**src/rtl/peripheral_ahb_pkg.sv**
```systemverilog
// peripheral_ahb_pkg: AHB-Lite encodings and initiator FSM states
package peripheral_ahb_pkg;
   localparam logic [1:0] HTRANS_IDLE   = 2'b00;
   localparam logic [1:0] HTRANS_BUSY   = 2'b01;
   localparam logic [1:0] HTRANS_NONSEQ = 2'b10;
   localparam logic [1:0] HTRANS_SEQ    = 2'b11;
   localparam logic [2:0] HSIZE_BYTE  = 3'b000;
   localparam logic [2:0] HSIZE_HALF  = 3'b001;
   localparam logic [2:0] HSIZE_WORD  = 3'b010;
   localparam logic [2:0] HSIZE_DWORD = 3'b011;
   localparam logic [2:0] HBURST_SINGLE = 3'b000;
   localparam logic HRESP_OKAY  = 1'b0;
   localparam logic HRESP_ERROR = 1'b1;
   typedef enum logic [1:0] {ST_IDLE, ST_ADDR, ST_DATA, ST_RESP} state_e;
endpackage

```
**src/rtl/peripheral_spram_initiator.sv**
```systemverilog
// peripheral_spram_initiator: turns single commands into one AHB-Lite SINGLE transfer
// each, with no address/data overlap, and returns one response per command.
module peripheral_spram_initiator
   import peripheral_ahb_pkg::*;
#(
   parameter int          PLEN        = 8,
   parameter int          XLEN        = 32,
   parameter logic [3:0]  HPROT_VALUE = 4'b0011
) (
   input  logic            HRESETn,
   input  logic            HCLK,
   input  logic            cmd_valid,
   output logic            cmd_ready,
   input  logic            cmd_write,
   input  logic [PLEN-1:0] cmd_addr,
   input  logic [XLEN-1:0] cmd_wdata,
   input  logic [2:0]      cmd_size,
   output logic            rsp_valid,
   input  logic            rsp_ready,
   output logic [XLEN-1:0] rsp_rdata,
   output logic            rsp_error,
   output logic            HSEL,
   output logic [PLEN-1:0] HADDR,
   output logic [XLEN-1:0] HWDATA,
   input  logic [XLEN-1:0] HRDATA,
   output logic            HWRITE,
   output logic [2:0]      HSIZE,
   output logic [2:0]      HBURST,
   output logic [3:0]      HPROT,
   output logic [1:0]      HTRANS,
   output logic            HMASTLOCK,
   input  logic            HREADY,
   input  logic            HRESP
);
   localparam logic [2:0] MAX_SIZE = 3'($clog2(XLEN / 8));
   state_e            state_q, state_d;
   logic              write_q;
   logic [PLEN-1:0]   addr_q;
   logic [XLEN-1:0]   wdata_q, rdata_q;
   logic [2:0]        size_q;
   logic              error_q;
   logic              accept, legal;
   logic [PLEN-1:0]   align_mask;
   // Oversized or misaligned commands are answered locally without touching the bus
   assign align_mask = PLEN'((32'd1 << cmd_size) - 32'd1);
   assign legal      = (cmd_size <= MAX_SIZE) && ((cmd_addr & align_mask) == '0);
   assign accept     = cmd_valid && cmd_ready;
   always_ff @(posedge HCLK or negedge HRESETn) begin
      if (!HRESETn) state_q <= ST_IDLE;
      else          state_q <= state_d;
   end
   always_comb begin
      state_d = state_q;
      case (state_q)
         ST_IDLE: state_d = cmd_valid ? (legal ? ST_ADDR : ST_RESP) : ST_IDLE;
         ST_ADDR: state_d = HREADY ? ST_DATA : ST_ADDR;
         ST_DATA: state_d = HREADY ? ST_RESP : ST_DATA;
         ST_RESP: state_d = rsp_ready ? ST_IDLE : ST_RESP;
         default: state_d = ST_IDLE;
      endcase
   end
   always_comb begin
      cmd_ready = state_q == ST_IDLE;
      rsp_valid = state_q == ST_RESP;
      HSEL      = state_q == ST_ADDR;
      HTRANS    = HSEL ? HTRANS_NONSEQ : HTRANS_IDLE;
      HADDR     = HSEL ? addr_q : '0;
      HWRITE    = HSEL && write_q;
      HSIZE     = HSEL ? size_q : HSIZE_BYTE;
      HWDATA    = (state_q == ST_DATA && write_q) ? wdata_q : '0;
   end
   assign HBURST    = HBURST_SINGLE;
   assign HPROT     = HPROT_VALUE;
   assign HMASTLOCK = 1'b0;
   assign rsp_rdata = rdata_q;
   assign rsp_error = error_q;
   // The error status is taken only on the completing (HREADY=1) data cycle
   always_ff @(posedge HCLK or negedge HRESETn) begin
      if (!HRESETn) begin
         write_q <= 1'b0;
         addr_q  <= '0;
         wdata_q <= '0;
         size_q  <= '0;
         rdata_q <= '0;
         error_q <= 1'b0;
      end else if (accept) begin
         write_q <= cmd_write;
         addr_q  <= cmd_addr;
         wdata_q <= cmd_wdata;
         size_q  <= cmd_size;
         rdata_q <= '0;
         error_q <= !legal;
      end else if (state_q == ST_DATA && HREADY) begin
         rdata_q <= write_q ? '0 : HRDATA;
         error_q <= HRESP == HRESP_ERROR;
      end
   end
endmodule

```
**config.mk**
```make
export PLATFORM = sky130hd
export DESIGN_NAME = peripheral_spram_initiator
export DESIGN_NICKNAME = d
export VERILOG_FILES = /design/src/rtl/peripheral_ahb_pkg.sv /design/src/rtl/peripheral_spram_initiator.sv
export SDC_FILE = /design/constraint.sdc
export NUM_CORES = 1
export LEC_CHECK = 0
export CORE_MARGIN = 5
export CORE_UTILIZATION = 41
export DETAILED_ROUTE_END_ITERATION = 6
export HOLD_SLACK_MARGIN = 0.08
export PLACE_DENSITY_LB_ADDON = 0.3
export SLEW_MARGIN = 20
export SYNTH_ARGS = -nofsm -noshare
export SYNTH_HDL_FRONTEND = slang
export SYNTH_SLANG_ARGS = --single-unit
```
**constraint.sdc**
```tcl
create_clock -name HCLK -period 1.5 [get_ports HCLK]
set_input_delay 0.225 -clock HCLK [delete_from_list [all_inputs] [get_ports HCLK]]
set_output_delay 0.225 -clock HCLK [all_outputs]
set_load 0.1 [all_outputs]
```
==> reports/qor.yml <==
outcome:
  status: "complete, but fails checks"
  violations: "setup timing"
finish:
  area_growth_pct: 95.3
  antennaDiodeCount: 0
  mostFrequentLayoutCells: "buf_12 (92), dfrtp_1 (77), clkdlybuf4s50_1 (77)"
  layout.nets: 544
  final_common_cell: "buf_12"
  stdcell_count: 574
  finalInstanceArea_um2: 7010
  final_layout_size_suffix_gt1_frac: 0.528
timing:
  setup_ws_ns: -0.264
  finalHoldViolCount: 0
  period_needed_ns: 1.76
  setup_tns_ns: -18.88
  finClkSkew_ns: 0.0138
  drv_slew: 0
  fmax_mhz: 567
  holdWs_ns: 0.305
  timing.final.crit_share: 1.18
  setup_viol: 124
  grt_setup_unrepaired: "yes"
worst_setup_path:
  path_delay_family: "simple AND/OR/NAND/NOR gates"
  cp.required_ns: 1.27
  worstPathCellList: "and3b_2, buf_12, and2_4, buf_12"
  startpoint_type: "flop"
  cp_slowest_cell: "dfrtp_2"
  endpoint_kind: "output pin"
  crit_fanout: 25
  critical_path_buf_inv_count: 2
  critPathArrivalTime_ns: 1.54
  max_stage_delay_ns: 0.41
  cp_common_cell: "buf_12"
  crit_cells: 4
  criticalPathCategory: "flop to output pin"
  rr_worst_depth: 7
worst_hold_path:
  hp-class: "input port to flop"
  hold_depth: 3
grt:
  grt_use_total: 0.200
  grt_max_degree: 46
  grt_pass1_vias: 3045
  overflow: 0
  grt_pass1_wl_um: 17200
  antenna_found_initial: 0
floorplan:
  start_util: 0.416
  core-area_um2: 8640
  die_h_um: 104
  core.rowCount: 34
  ioPinCount: 172
  chipWidth_um: 104
  die-area_um2: 10700
routing:
  viasPerCell: 4.99
  routedWlPerCell_um: 19.6
  drt_wl_total_um: 11200
  drtIter0Drc: 73
  antenna_left: 0
  first_pass_iters: 4
  vias: 2865
  drcViolationCount: 0
synthesis:
  yosysSeqAreaShare: 0.551
  synth_cell_types: 29
  synth-seq-cells: 79
  synthCells: 268
  netlist_area_um2: 3590
  syn-mean-instance-area_um2: 13.4
  yosysWarnings: 0
clock_tree:
  insertion_delay_ns: 0.35
  cts_sinks: 79
  clk_root_buffer_cell: "clkbuf_8"
  clk_path_buf_depth: 2
  cts_buffers: 9
  htree_levels: 3
  clk_pin_slew_ns: 0.08
  cts_tree: "yes"
place:
  io_buffers: 162
  placed_area_um2: 6360
  place_inst: 539
  gp_congestion: 0.793
  hpwl_um: 7500
job:
  max_cap_violations: 0
-- cell families after synthesis --
| logic type | after synthesis | synth area share |
|---|---|---|
| adder cells (fa/ha/maj) | 1 | 0.00349 |
| AO/OA/AOI/OAI | 44 | 0.103 |
| other | 2 | 0.00209 |
| AND/OR/NAND/NOR | 65 | 0.106 |
| multiplexers | 45 | 0.171 |
| flip-flops | 79 | 0.551 |
| buffers and inverters | 32 | 0.0631 |
-- what timing repair did --
item | in CTS | in global routing
gates cloned | 2 | 4
resized for setup | 26 | 17
buffers inserted | 7 | 6
pin swaps | 37 | 8
hold buffers | 1 | 0
endpoints found under the setup margin | 69 | 126
hold endpoints to repair | 68 | 0
-- routing by layer --
layer  vias to the layer above  global-route usage  routed length (µm)
met5                         -                   0                   0
met4                         0              0.0647                 303
met3                        25              0.0659                 732
met2                       127               0.331                5670
met1                      1408               0.245                4530
li1                       1305                   -                   -
-- cells in the mapped netlist, drive strengths merged --
cell	instances	share of area
a22o	32	0.078
conb	2	0.0021
a221oi	1	0.0042
a21oi	2	0.0028
o22ai	3	0.0052
and3b	1	0.0024
a211oi	1	0.0021
and3	1	0.0017
buf	25	0.056
mux2	44	0.17
o211ai	1	0.0021
nor4bb	1	0.0028
nor2	5	0.0052
a2111oi	1	0.0042
ha	1	0.0035
inv	3	0.0031
clkbuf	4	0.0042
nand2	7	0.0073
nand3	1	0.0014
and2	46	0.080
o21ai	3	0.0042
nor2b	1	0.0017
dfrtp	79	0.55
or2	2	0.0035
mux2i	1	0.0028
-- tightest hold or removal path, delay by kind of cell --
| kind | cells | cell delay [ns] |
|---|---|---|
| mux | 1 | 0.13 |
| buf+inv | 2 | 0.25 |
-- per-stage QoR --
stage | util | worst slack (ns)
2_1_floorplan | - | -0.367
3_3_place_gp | 0.736 | -0.450
3_5_place_dp | 0.736 | -0.493
4_1_cts | 0.789 | -0.272
5_1_grt | 0.811 | -0.340
6_report | 0.811 | -0.264
-- registers in the layout, summed over array words and instances (netlist names) --
register,count
size_q,3
rsp_error,1
addr_q,8
wdata_q,32
write_q,1
state_q,2
rsp_rdata,32
-- final timing paths --
path	slack (ns)	from	end
max	-0.26	state_q[0]$_DFF_PN0_	HWDATA[6]
min	0.31	cmd_size[0]	size_q[0]$_DFFE_PN0P_
max reg2reg	-0.21	state_q[0]$_DFF_PN0_	wdata_q[1]$_DFFE_PN0P_
min reg2reg	0.51	size_q[2]$_DFFE_PN0P_	size_q[2]$_DFFE_PN0P_
max in group asynchronous	0.66	HRESETn	size_q[0]$_DFFE_PN0P_
min in group asynchronous	0.32	HRESETn	wdata_q[26]$_DFFE_PN0P_
-- final cells by class --
class / instances / area, µm²
multi-input cells: 164 / 1630
fillers: 487 / 1630
inverters: 3 / 11.3
well taps: 108 / 135
flip-flops and latches: 79 / 1980
clock inverters: 7 / 103
clock buffers: 9 / 124
repair buffers: 204 / 3030
Power is not shown: default switching activity piles up to over one toggle a cycle in this logic, so the estimate is an artifact.
